==> src/rtl/snake_pixel_renderer_pkg.sv <==
// Shared constants and types for the snake pixel renderer.
package snake_pixel_renderer_pkg;

   // Grid geometry: 40x30 cells of 16x16 pixels
   localparam int unsigned CELL_SHIFT = 4;
   localparam int unsigned GRID_W     = 40;
   localparam int unsigned GRID_H     = 30;

   // VGA 640x480 timing totals
   localparam int unsigned H_TOTAL = 800;
   localparam int unsigned V_TOTAL = 525;
   localparam int unsigned H_VIS   = 640;
   localparam int unsigned V_VIS   = 480;

   // Field widths
   localparam int unsigned COORD_W = 11;
   localparam int unsigned CX_W    = 6;
   localparam int unsigned CY_W    = 5;
   localparam int unsigned PIX_W   = 8;
   localparam int unsigned LEN_W   = 5;

   // RRRGGGBB colours
   localparam logic [PIX_W-1:0] COL_BLANK  = 8'h00;
   localparam logic [PIX_W-1:0] COL_BORDER = 8'h03;
   localparam logic [PIX_W-1:0] COL_HEAD   = 8'hFC;
   localparam logic [PIX_W-1:0] COL_DEAD   = 8'hE0;
   localparam logic [PIX_W-1:0] COL_BODY   = 8'h1C;
   localparam logic [PIX_W-1:0] COL_TARGET = 8'hE3;

   // One snake segment: cell column and row
   typedef struct packed {
      logic [CX_W-1:0] x;
      logic [CY_W-1:0] y;
   } seg_t;

endpackage

==> src/rtl/snake_segment_store.sv <==
// Snake body shift register with frame-synchronous step/grow application.
module snake_segment_store
   import snake_pixel_renderer_pkg::*;
#(
   parameter int unsigned MAX_LEN  = 16,
   parameter int unsigned INIT_LEN = 3,
   parameter int unsigned START_X  = 20,
   parameter int unsigned START_Y  = 15
) (
   input  logic                     CLK25MHz,
   input  logic                     RESET_N,
   input  logic                     apply_c,
   input  logic                     STEP,
   input  logic                     GROW,
   input  logic [CX_W-1:0]          HEAD_X,
   input  logic [CY_W-1:0]          HEAD_Y,
   output seg_t [MAX_LEN-1:0]       seg,
   output logic [LEN_W-1:0]         LENGTH,
   output logic                     STEP_ACK
);

   logic step_pending;
   logic grow_pending;
   seg_t head_hold;

   // Capture requests any time; shift the body only at the apply point
   always_ff @(posedge CLK25MHz or negedge RESET_N) begin
      if (!RESET_N) begin
         for (int i = 0; i < int'(MAX_LEN); i++) begin
            seg[i].x <= CX_W'(START_X - i);
            seg[i].y <= CY_W'(START_Y);
         end
         LENGTH       <= LEN_W'(INIT_LEN);
         STEP_ACK     <= 1'b0;
         step_pending <= 1'b0;
         grow_pending <= 1'b0;
         head_hold    <= '0;
      end else begin
         STEP_ACK <= 1'b0;
         if (apply_c && step_pending) begin
            seg          <= {seg[MAX_LEN-2:0], head_hold};
            step_pending <= 1'b0;
            STEP_ACK     <= 1'b1;
            if (grow_pending) begin
               grow_pending <= 1'b0;
               if (LENGTH < LEN_W'(MAX_LEN))
                  LENGTH <= LENGTH + LEN_W'(1);
            end
         end
         // First request wins; a step seen on the apply cycle waits a frame
         if (STEP && !step_pending) begin
            step_pending <= 1'b1;
            head_hold.x  <= HEAD_X;
            head_hold.y  <= HEAD_Y;
         end
         if (GROW)
            grow_pending <= 1'b1;
      end
   end

endmodule

==> src/rtl/snake_pixel_renderer.sv <==
// Two-stage colour pipeline for the snake game, running 2 pixels ahead of the scan.
module snake_pixel_renderer
   import snake_pixel_renderer_pkg::*;
#(
   parameter int unsigned MAX_LEN  = 16,
   parameter int unsigned INIT_LEN = 3,
   parameter int unsigned START_X  = 20,
   parameter int unsigned START_Y  = 15
) (
   input  logic                 CLK25MHz,
   input  logic                 RESET_N,
   input  logic [COORD_W-1:0]   XCoord,
   input  logic [COORD_W-1:0]   YCoord,
   input  logic [CX_W-1:0]      HEAD_X,
   input  logic [CY_W-1:0]      HEAD_Y,
   input  logic                 STEP,
   input  logic                 GROW,
   input  logic [CX_W-1:0]      TARGET_X,
   input  logic [CY_W-1:0]      TARGET_Y,
   input  logic                 DEAD,
   output logic [PIX_W-1:0]     PIXEL_OUT,
   output logic [LEN_W-1:0]     LENGTH,
   output logic                 STEP_ACK
);

   seg_t [MAX_LEN-1:0]  seg;
   logic                apply_c;
   logic [COORD_W-1:0]  x_sum_c;
   logic [COORD_W-1:0]  x_la_c;
   logic [COORD_W-1:0]  y_la_c;
   logic [CX_W-1:0]     cx;
   logic [CY_W-1:0]     cy;
   logic                vis;
   logic                hit_border_c;
   logic                hit_head_c;
   logic                hit_body_c;
   logic                hit_target_c;
   logic [PIX_W-1:0]    colour_c;

   // First pixel of vertical blank
   assign apply_c = (XCoord == '0) && (YCoord == COORD_W'(V_VIS));

   snake_segment_store #(
      .MAX_LEN  (MAX_LEN),
      .INIT_LEN (INIT_LEN),
      .START_X  (START_X),
      .START_Y  (START_Y)
   ) u_store (
      .CLK25MHz (CLK25MHz),
      .RESET_N  (RESET_N),
      .apply_c  (apply_c),
      .STEP     (STEP),
      .GROW     (GROW),
      .HEAD_X   (HEAD_X),
      .HEAD_Y   (HEAD_Y),
      .seg      (seg),
      .LENGTH   (LENGTH),
      .STEP_ACK (STEP_ACK)
   );

   // Coordinate two pixels ahead, wrapping across line and frame ends
   always_comb begin
      x_sum_c = XCoord + COORD_W'(2);
      x_la_c  = x_sum_c;
      y_la_c  = YCoord;
      if (x_sum_c >= COORD_W'(H_TOTAL)) begin
         x_la_c = x_sum_c - COORD_W'(H_TOTAL);
         y_la_c = YCoord + COORD_W'(1);
         if (y_la_c >= COORD_W'(V_TOTAL))
            y_la_c = '0;
      end
   end

   // Stage 1: cell index and visibility of the lookahead pixel
   always_ff @(posedge CLK25MHz or negedge RESET_N) begin
      if (!RESET_N) begin
         cx  <= '0;
         cy  <= '0;
         vis <= 1'b0;
      end else begin
         cx  <= x_la_c[CELL_SHIFT +: CX_W];
         cy  <= y_la_c[CELL_SHIFT +: CY_W];
         vis <= (x_la_c < COORD_W'(H_VIS)) && (y_la_c < COORD_W'(V_VIS));
      end
   end

   // Cell hit tests and colour priority
   always_comb begin
      hit_border_c = (cx == '0) || (cx == CX_W'(GRID_W - 1)) ||
                     (cy == '0) || (cy == CY_W'(GRID_H - 1));
      hit_head_c   = (seg[0].x == cx) && (seg[0].y == cy);
      hit_target_c = (TARGET_X == cx) && (TARGET_Y == cy);
      hit_body_c   = 1'b0;
      for (int i = 1; i < int'(MAX_LEN); i++) begin
         if ((LEN_W'(i) < LENGTH) && (seg[i].x == cx) && (seg[i].y == cy))
            hit_body_c = 1'b1;
      end
      colour_c = COL_BLANK;
      if (!vis)
         colour_c = COL_BLANK;
      else if (hit_border_c)
         colour_c = COL_BORDER;
      else if (hit_head_c)
         colour_c = DEAD ? COL_DEAD : COL_HEAD;
      else if (hit_body_c)
         colour_c = COL_BODY;
      else if (hit_target_c)
         colour_c = COL_TARGET;
   end

   // Stage 2: registered pixel colour
   always_ff @(posedge CLK25MHz or negedge RESET_N) begin
      if (!RESET_N)
         PIXEL_OUT <= '0;
      else
         PIXEL_OUT <= colour_c;
   end

endmodule

==> config.mk <==
export PLATFORM = sky130hd
export DESIGN_NAME = snake_pixel_renderer
export DESIGN_NICKNAME = d
export VERILOG_FILES = /design/src/rtl/snake_pixel_renderer_pkg.sv /design/src/rtl/snake_segment_store.sv /design/src/rtl/snake_pixel_renderer.sv
export SDC_FILE = /design/constraint.sdc
export NUM_CORES = 1
export LEC_CHECK = 0
export CAP_MARGIN = 20
export CORE_ASPECT_RATIO = 0.5
export CORE_MARGIN = 2
export CORE_UTILIZATION = 65
export DETAILED_ROUTE_END_ITERATION = 8
export GPL_TIMING_DRIVEN = 0
export PLACE_DENSITY_LB_ADDON = 0.2
export SLEW_MARGIN = 20
export SYNTH_ARGS = -nofsm -noshare
export SYNTH_HDL_FRONTEND = slang
export SYNTH_SLANG_ARGS = --single-unit
==> constraint.sdc <==
create_clock -name CLK25MHz -period 4.8 [get_ports CLK25MHz]
set_clock_uncertainty 0.1 [all_clocks]
set_input_delay 0.96 -clock CLK25MHz [delete_from_list [all_inputs] [get_ports CLK25MHz]]
set_output_delay 0.96 -clock CLK25MHz [all_outputs]
set_load 0.005 [all_outputs]
== Yosys cells after proc, flatten, opt, wreduce, memory -nomap -nowiden ==
Index checks and enable logic that the tools add are counted.
W data, S select, Z words.

* Register bits: 215
* Input port bits: 49
* Output and inout bits: 14
* Word-level logic and storage cells: 177

* Add/sub/neg operators: 4
* Order comparisons: 20
* Eq/ne operators: 37
* Muxes and demuxes: 28
* Reductions and logical operators: 46

{| class="wikitable"
|+ Operator list
! operator !! count
|-
| $eq A6 B6 Y1 || 17
|-
| $eq A5 B5 Y1 || 17
|-
| $lt A4 B5 Y1 const A || 8
|-
| $mux W8 || 5
|-
| $logic_and A1 B1 Y1 || 36
|-
| $mux W11 || 3
|-
| $ge A11 B10 Y1 const B || 2
|-
| $lt A3 B5 Y1 const A || 4
|-
| $mux W1 || 19
|-
| $add A11 B1 Y11 const B || 1
|-
| $add A11 B2 Y11 const B || 1
|-
| $eq A11 B9 Y1 const B || 1
|-
| $logic_not A11 Y1 || 1
|-
| $lt A11 B10 Y1 const B || 1
|-
| $lt A11 B9 Y1 const B || 1
|-
| $sub A11 B10 Y11 const B || 1
|-
| $lt A2 B5 Y1 const A || 2
|-
| $eq A6 B6 Y1 const B || 1
|-
| $logic_not A6 Y1 || 1
|-
| $add A5 B1 Y5 const B || 1
|-
| $eq A5 B5 Y1 const B || 1
|-
| $logic_not A5 Y1 || 1
|-
| $lt A1 B5 Y1 const A || 1
|-
| $lt A5 B5 Y1 const B || 1
|-
| 5 further kinds || 8
|}

== Logic depth before layout (Yosys ltp) ==
* Depth after elaboration: 22
* Mapped depth: 10
* Depth with buffers taken out: 10

== Cells and area by module ==
Synthesis repeated with hierarchy kept, for this count alone.

* Cells, all modules: 908
* Area total of the unflattened synthesis: 11840.1 um^2

{| class="wikitable"
|+ Modules (own cells, without submodules)
! module !! instances !! cells each !! area each (um^2) !! seq. area each (um^2)
|-
| snake_segment_store || 1 || 418 || 7962.6 || 5008.6
|-
| snake_pixel_renderer || 1 || 490 || 3877.5 || 375.4
|}

== Worst setup path before layout ==
No wires, ideal clock.

* Path kind: in2reg
* From: input port YCoord[0]
* To: register vis
* Setup time: 0.126 ns
* Arrival: 2.944 ns
* Required time: 4.574 ns
* Slack: 1.631 ns
* Stages on the path: 10
* Path buffers: 0
* Path through: inv_1 > ha_1 > o21ba_2 > o311ai_0 > o32ai_1 > o41ai_2 > nand2_1 > nor2_4 > a21oi_1 > o311a_1

* Cells in the longest elaborated chain, start to end: 6

{| class="wikitable"
|+ RTL lines
! element !! RTL line !! text
|-
| from (decl) || snake_pixel_renderer.sv:13 || <nowiki>input logic [COORD_W-1:0] YCoord,</nowiki>
|-
| $add A11 B1 Y11 || snake_pixel_renderer.sv:68 || <nowiki>y_la_c = YCoord + COORD_W'(1);</nowiki>
|-
| $ge A11 B10 Y1 || snake_pixel_renderer.sv:69 || <nowiki>if (y_la_c >= COORD_W'(V_TOTAL))</nowiki>
|-
| $mux W11 || snake_pixel_renderer.sv:69 ||
|-
| $mux W11 * || snake_pixel_renderer.sv:66 || <nowiki>if (x_sum_c >= COORD_W'(H_TOTAL)) begin</nowiki>
|-
| $lt A11 B9 Y1 * || snake_pixel_renderer.sv:83 || <nowiki>vis <= (x_la_c < COORD_W'(H_VIS)) && (y_la_c < COORD_W'(V_VIS));</nowiki>
|-
| $logic_and A1 B1 Y1 * || snake_pixel_renderer.sv:83 ||
|-
| to (signal assigned) || snake_pixel_renderer.sv:83 ||
|-
| to (decl) || snake_pixel_renderer.sv:33 || <nowiki>logic vis;</nowiki>
|}

Every way passes the cells marked *; elsewhere a longest branch is shown, timed or not.
A chain may end at the register's enable or synchronous reset.

== Worst setup path in the final report ==
* From: input port YCoord[6]
* To: register u_store.seg[167] (netlist name)

* Cells in the longest elaborated chain, start to end: 3

{| class="wikitable"
|+ RTL lines
! element !! RTL line !! text
|-
| $eq A11 B9 Y1 || snake_pixel_renderer.sv:41 || <nowiki>assign apply_c = (XCoord == '0) && (YCoord == COORD_W'(V_VIS));</nowiki>
|-
| $logic_and A1 B1 Y1 || snake_pixel_renderer.sv:41 ||
|-
| $logic_and A1 B1 Y1 || snake_segment_store.sv:40 || <nowiki>if (apply_c && step_pending) begin</nowiki>
|}

Every way passes these cells.

==> reports/summary.txt <==
Row count: 33
Clock power frac: 41.4%
Clock Latency Late Sink: 510 ps
Max Cap Violations: 0
Largest family of logic cells by synthesized area: simple AND/OR/NAND/NOR gates
# port buffers: 59
Synth top area share: 24.5%
Initial core utilization: 66.9%
All-Layer GR Usage: 34.3%
Cell taking the most area after synthesis: dfstp_2
Netlist Area Pre-Place: 11100 um^2
Post-cts resize count: 0
Post-synth ARST share: 100%
Final setup violating endpoints: 0
Antenna-violating nets left: 0
Clk slew on worst S/H paths: 70 ps
Syn nets: 1318
Die Width: 188 um
Final Max Tran Viols: 0
Clock Path Buffers: 3
DR vias/cell: 5.89
Num CTS Buffers: 19
Crit path launch type: input pin
Hold Buf Count CTS: 0
Initial DRC count: 858
Total Neg Setup Slack: 0 ps
HP Class: input pin to async pin
Vias in the first global route: 9065
Period Utilization, post-route: 83.6%
Final WS setup: 789 ps
DRC Markers: 0
Yosys reg bits: 210
Pint: 2880 uW
First-pass GRT wire length: 47.8 mm
Simple-Gate Fraction of Synth Area: 26.0%
CTS tree: built
Worst slew margin: 33.8%
Logic gate share of total power: 11.9%
Post-CTS Setup Inserts: 0
DP Worst Slack: 479 ps
Io pins: 63
Routed WL: 30.2 mm
Initial antenna violation count: 0
Min cycle time layout: 4010 ps
Clock root buffer: clkbuf_16
RSZ-0062 raised after global routing: false
Net Switching: 982 uW
Post-synth EDFFs: 0
Syn. warnings: 0
Total clock sinks: 210
Top cells by area, synth: dfstp_2, dfrtp_1, nand2_1
Grt total ovfl: 0
Sequential share of power: 46.7%
Unique masters post-synth: 62
Post-Synth Adder-Cell Area: 0.679%
Final Hold Vio Count: 0
Crit-path max FO: 10
Wire length per cell: 19.1 um
Crit path arrival time: 4360 ps
Final GP Congestion: 0.907
Core ar.: 16500 um^2
Pin count of the biggest net entering global routing: 97
Die area: 18100 um^2
Diodes inserted: 0
H-tree depth: 1
Max Freq: 0.249 GHz
Die Ht: 96.2 um
Post-Synth XOR/XNOR Area: 16.1%
Nets: 1400
Area growth, synth to finish: 14.3%
DR vias: 9335
Slew @ Worst Pin: 985 ps
Sequential area share after synthesis: 48.7%
Outcome: finished, final reports clean
Leakage: 0.00598 uW
Worst EP required: 5150 ps
Mean Syn Cell Area: 8.75 um^2
CP Capture Type: flip-flop
DP Wirelength: 20.9 mm
Synth Flop Type: dfrtp_1
Mapped Cells: 1263
Fraction of layout cells with a size suffix above 1: 13.8%
DR pass1 iterations: 5
Pwr/cell area: 306 nW/um^2
Multiplexer area fraction after synthesis: 1.49%
CP Class: input pin to flip-flop
Worst vdd ir: 0.211 mV
Compound-Gate Fraction of Synth Area: 3.85%
Switch share: 25.4%
[registers in the layout, summed over array words and instances, names as in the netlist]
register              cells
PIXEL_OUT                 3
cx                        6
cy                        5
u_store.LENGTH            5
u_store.STEP_ACK          1
u_store.grow_pending      1
u_store.head_hold        11
u_store.seg             176
u_store.step_pending      1
vis                       1
[power groups by stage]
stage	logic (uW)	clock network (uW)	registers, uW
floorplan	262	0	1830
global placement	428	0	1830
detailed placement	447	0	1830
CTS	452	1600	1800
global route	490	1670	1810
finish	461	1600	1800
[per-stage QoR]
stage	instances	power [uW]	util, %	area (um^2)	hold slack (ps)
3_3_place_gp	1549	2260	72.2	11900	351
2_1_floorplan	1263	2090	-	11100	342
4_1_cts	1585	3860	76.5	12600	242
5_1_grt	1585	3970	76.5	12600	257
6_report	1585	3870	76.5	12600	227
3_5_place_dp	1551	2280	72.6	12000	355
[worst max-delay path, cell delays in order]
cell and delay (ps):
clkdlybuf4s50_1 660, nand4_1 260, nor4_2 920, clkbuf_1 680
clkbuf_1 620, nand2_1 150, nand2_1 100
[logic make-up (layout without fill, tap and decap cells)]
group	after synthesis	count (layout)
simple gates	688	688
fa+ha+maj	6	6
xor+xnor	203	203
flops	210	210
mux	15	15
buf+inv	80	175
compound gates	61	61
[layer usage]
metal  share of wire [%]  vias to the layer above  global-route usage (%)
li1                    -                     4218                       -
met3                  10                       96                    7.07
met4                 3.8                        0                    14.3
met2                  44                      491                    54.3
met5                   0                        -                       0
met1                  42                     4530                    47.0
[cell usage in the layout, fill, tap and decap left out, types with 4 or more instances in the layout]
cell type	count
nor3_1	15
nor4_1	27
nor2_1	19
a21oi_1	16
a31oi_1	7
dfrtp_1	107
clkbuf_16	20
nand4_1	27
xnor2_1	97
nand2_1	550
a21o_1	4
ha_1	6
xor2_1	106
dfstp_2	103
nand3_1	21
inv_1	5
o21ai_1	6
mux2_2	12
clkbuf_1	47
buf_2	25
clkdlybuf4s50_1	58
buf_4	5
[cell type report]
type,instances,area [um^2]
Clock buffer,27,547
Clock inverter,7,95.1
Multi-Input combinational cell,973,5320
Fill cell,1177,3880
Buffer,75,332
Timing Repair Buffer,61,651
Tap cell,227,284
Inverter,5,18.8
Sequential cell,210,5380
[path summary, 6_finish.rpt]
check                                   from               end  slack, ps  cells past startpoint
max in group asynchronous            RESET_N   u_store.seg[13]       3130                      3
min in group CLK25MHz        u_store.seg[45]   u_store.seg[56]        340                      2
min reg2reg                  u_store.seg[45]   u_store.seg[56]        340                      2
min                                  RESET_N  u_store.seg[115]        230                      1
max reg2reg                u_store.LENGTH[4]      PIXEL_OUT[1]       1650                     10
max                                YCoord[6]  u_store.seg[167]        790                      7
[cell usage after synthesis (all sizes together) (6+ instances only)]
cell / instances
dfrtp: 107
a21oi: 16
a31oi: 7
xnor2: 97
ha: 6
nor4: 28
nor3: 16
nand4: 27
dfstp: 103
mux2: 12
nor2: 20
nand3: 22
buf: 33
clkbuf: 42
o21ai: 9
nand2: 550
xor2: 106
No activity file was read; power rests on OpenSTA's default activity.
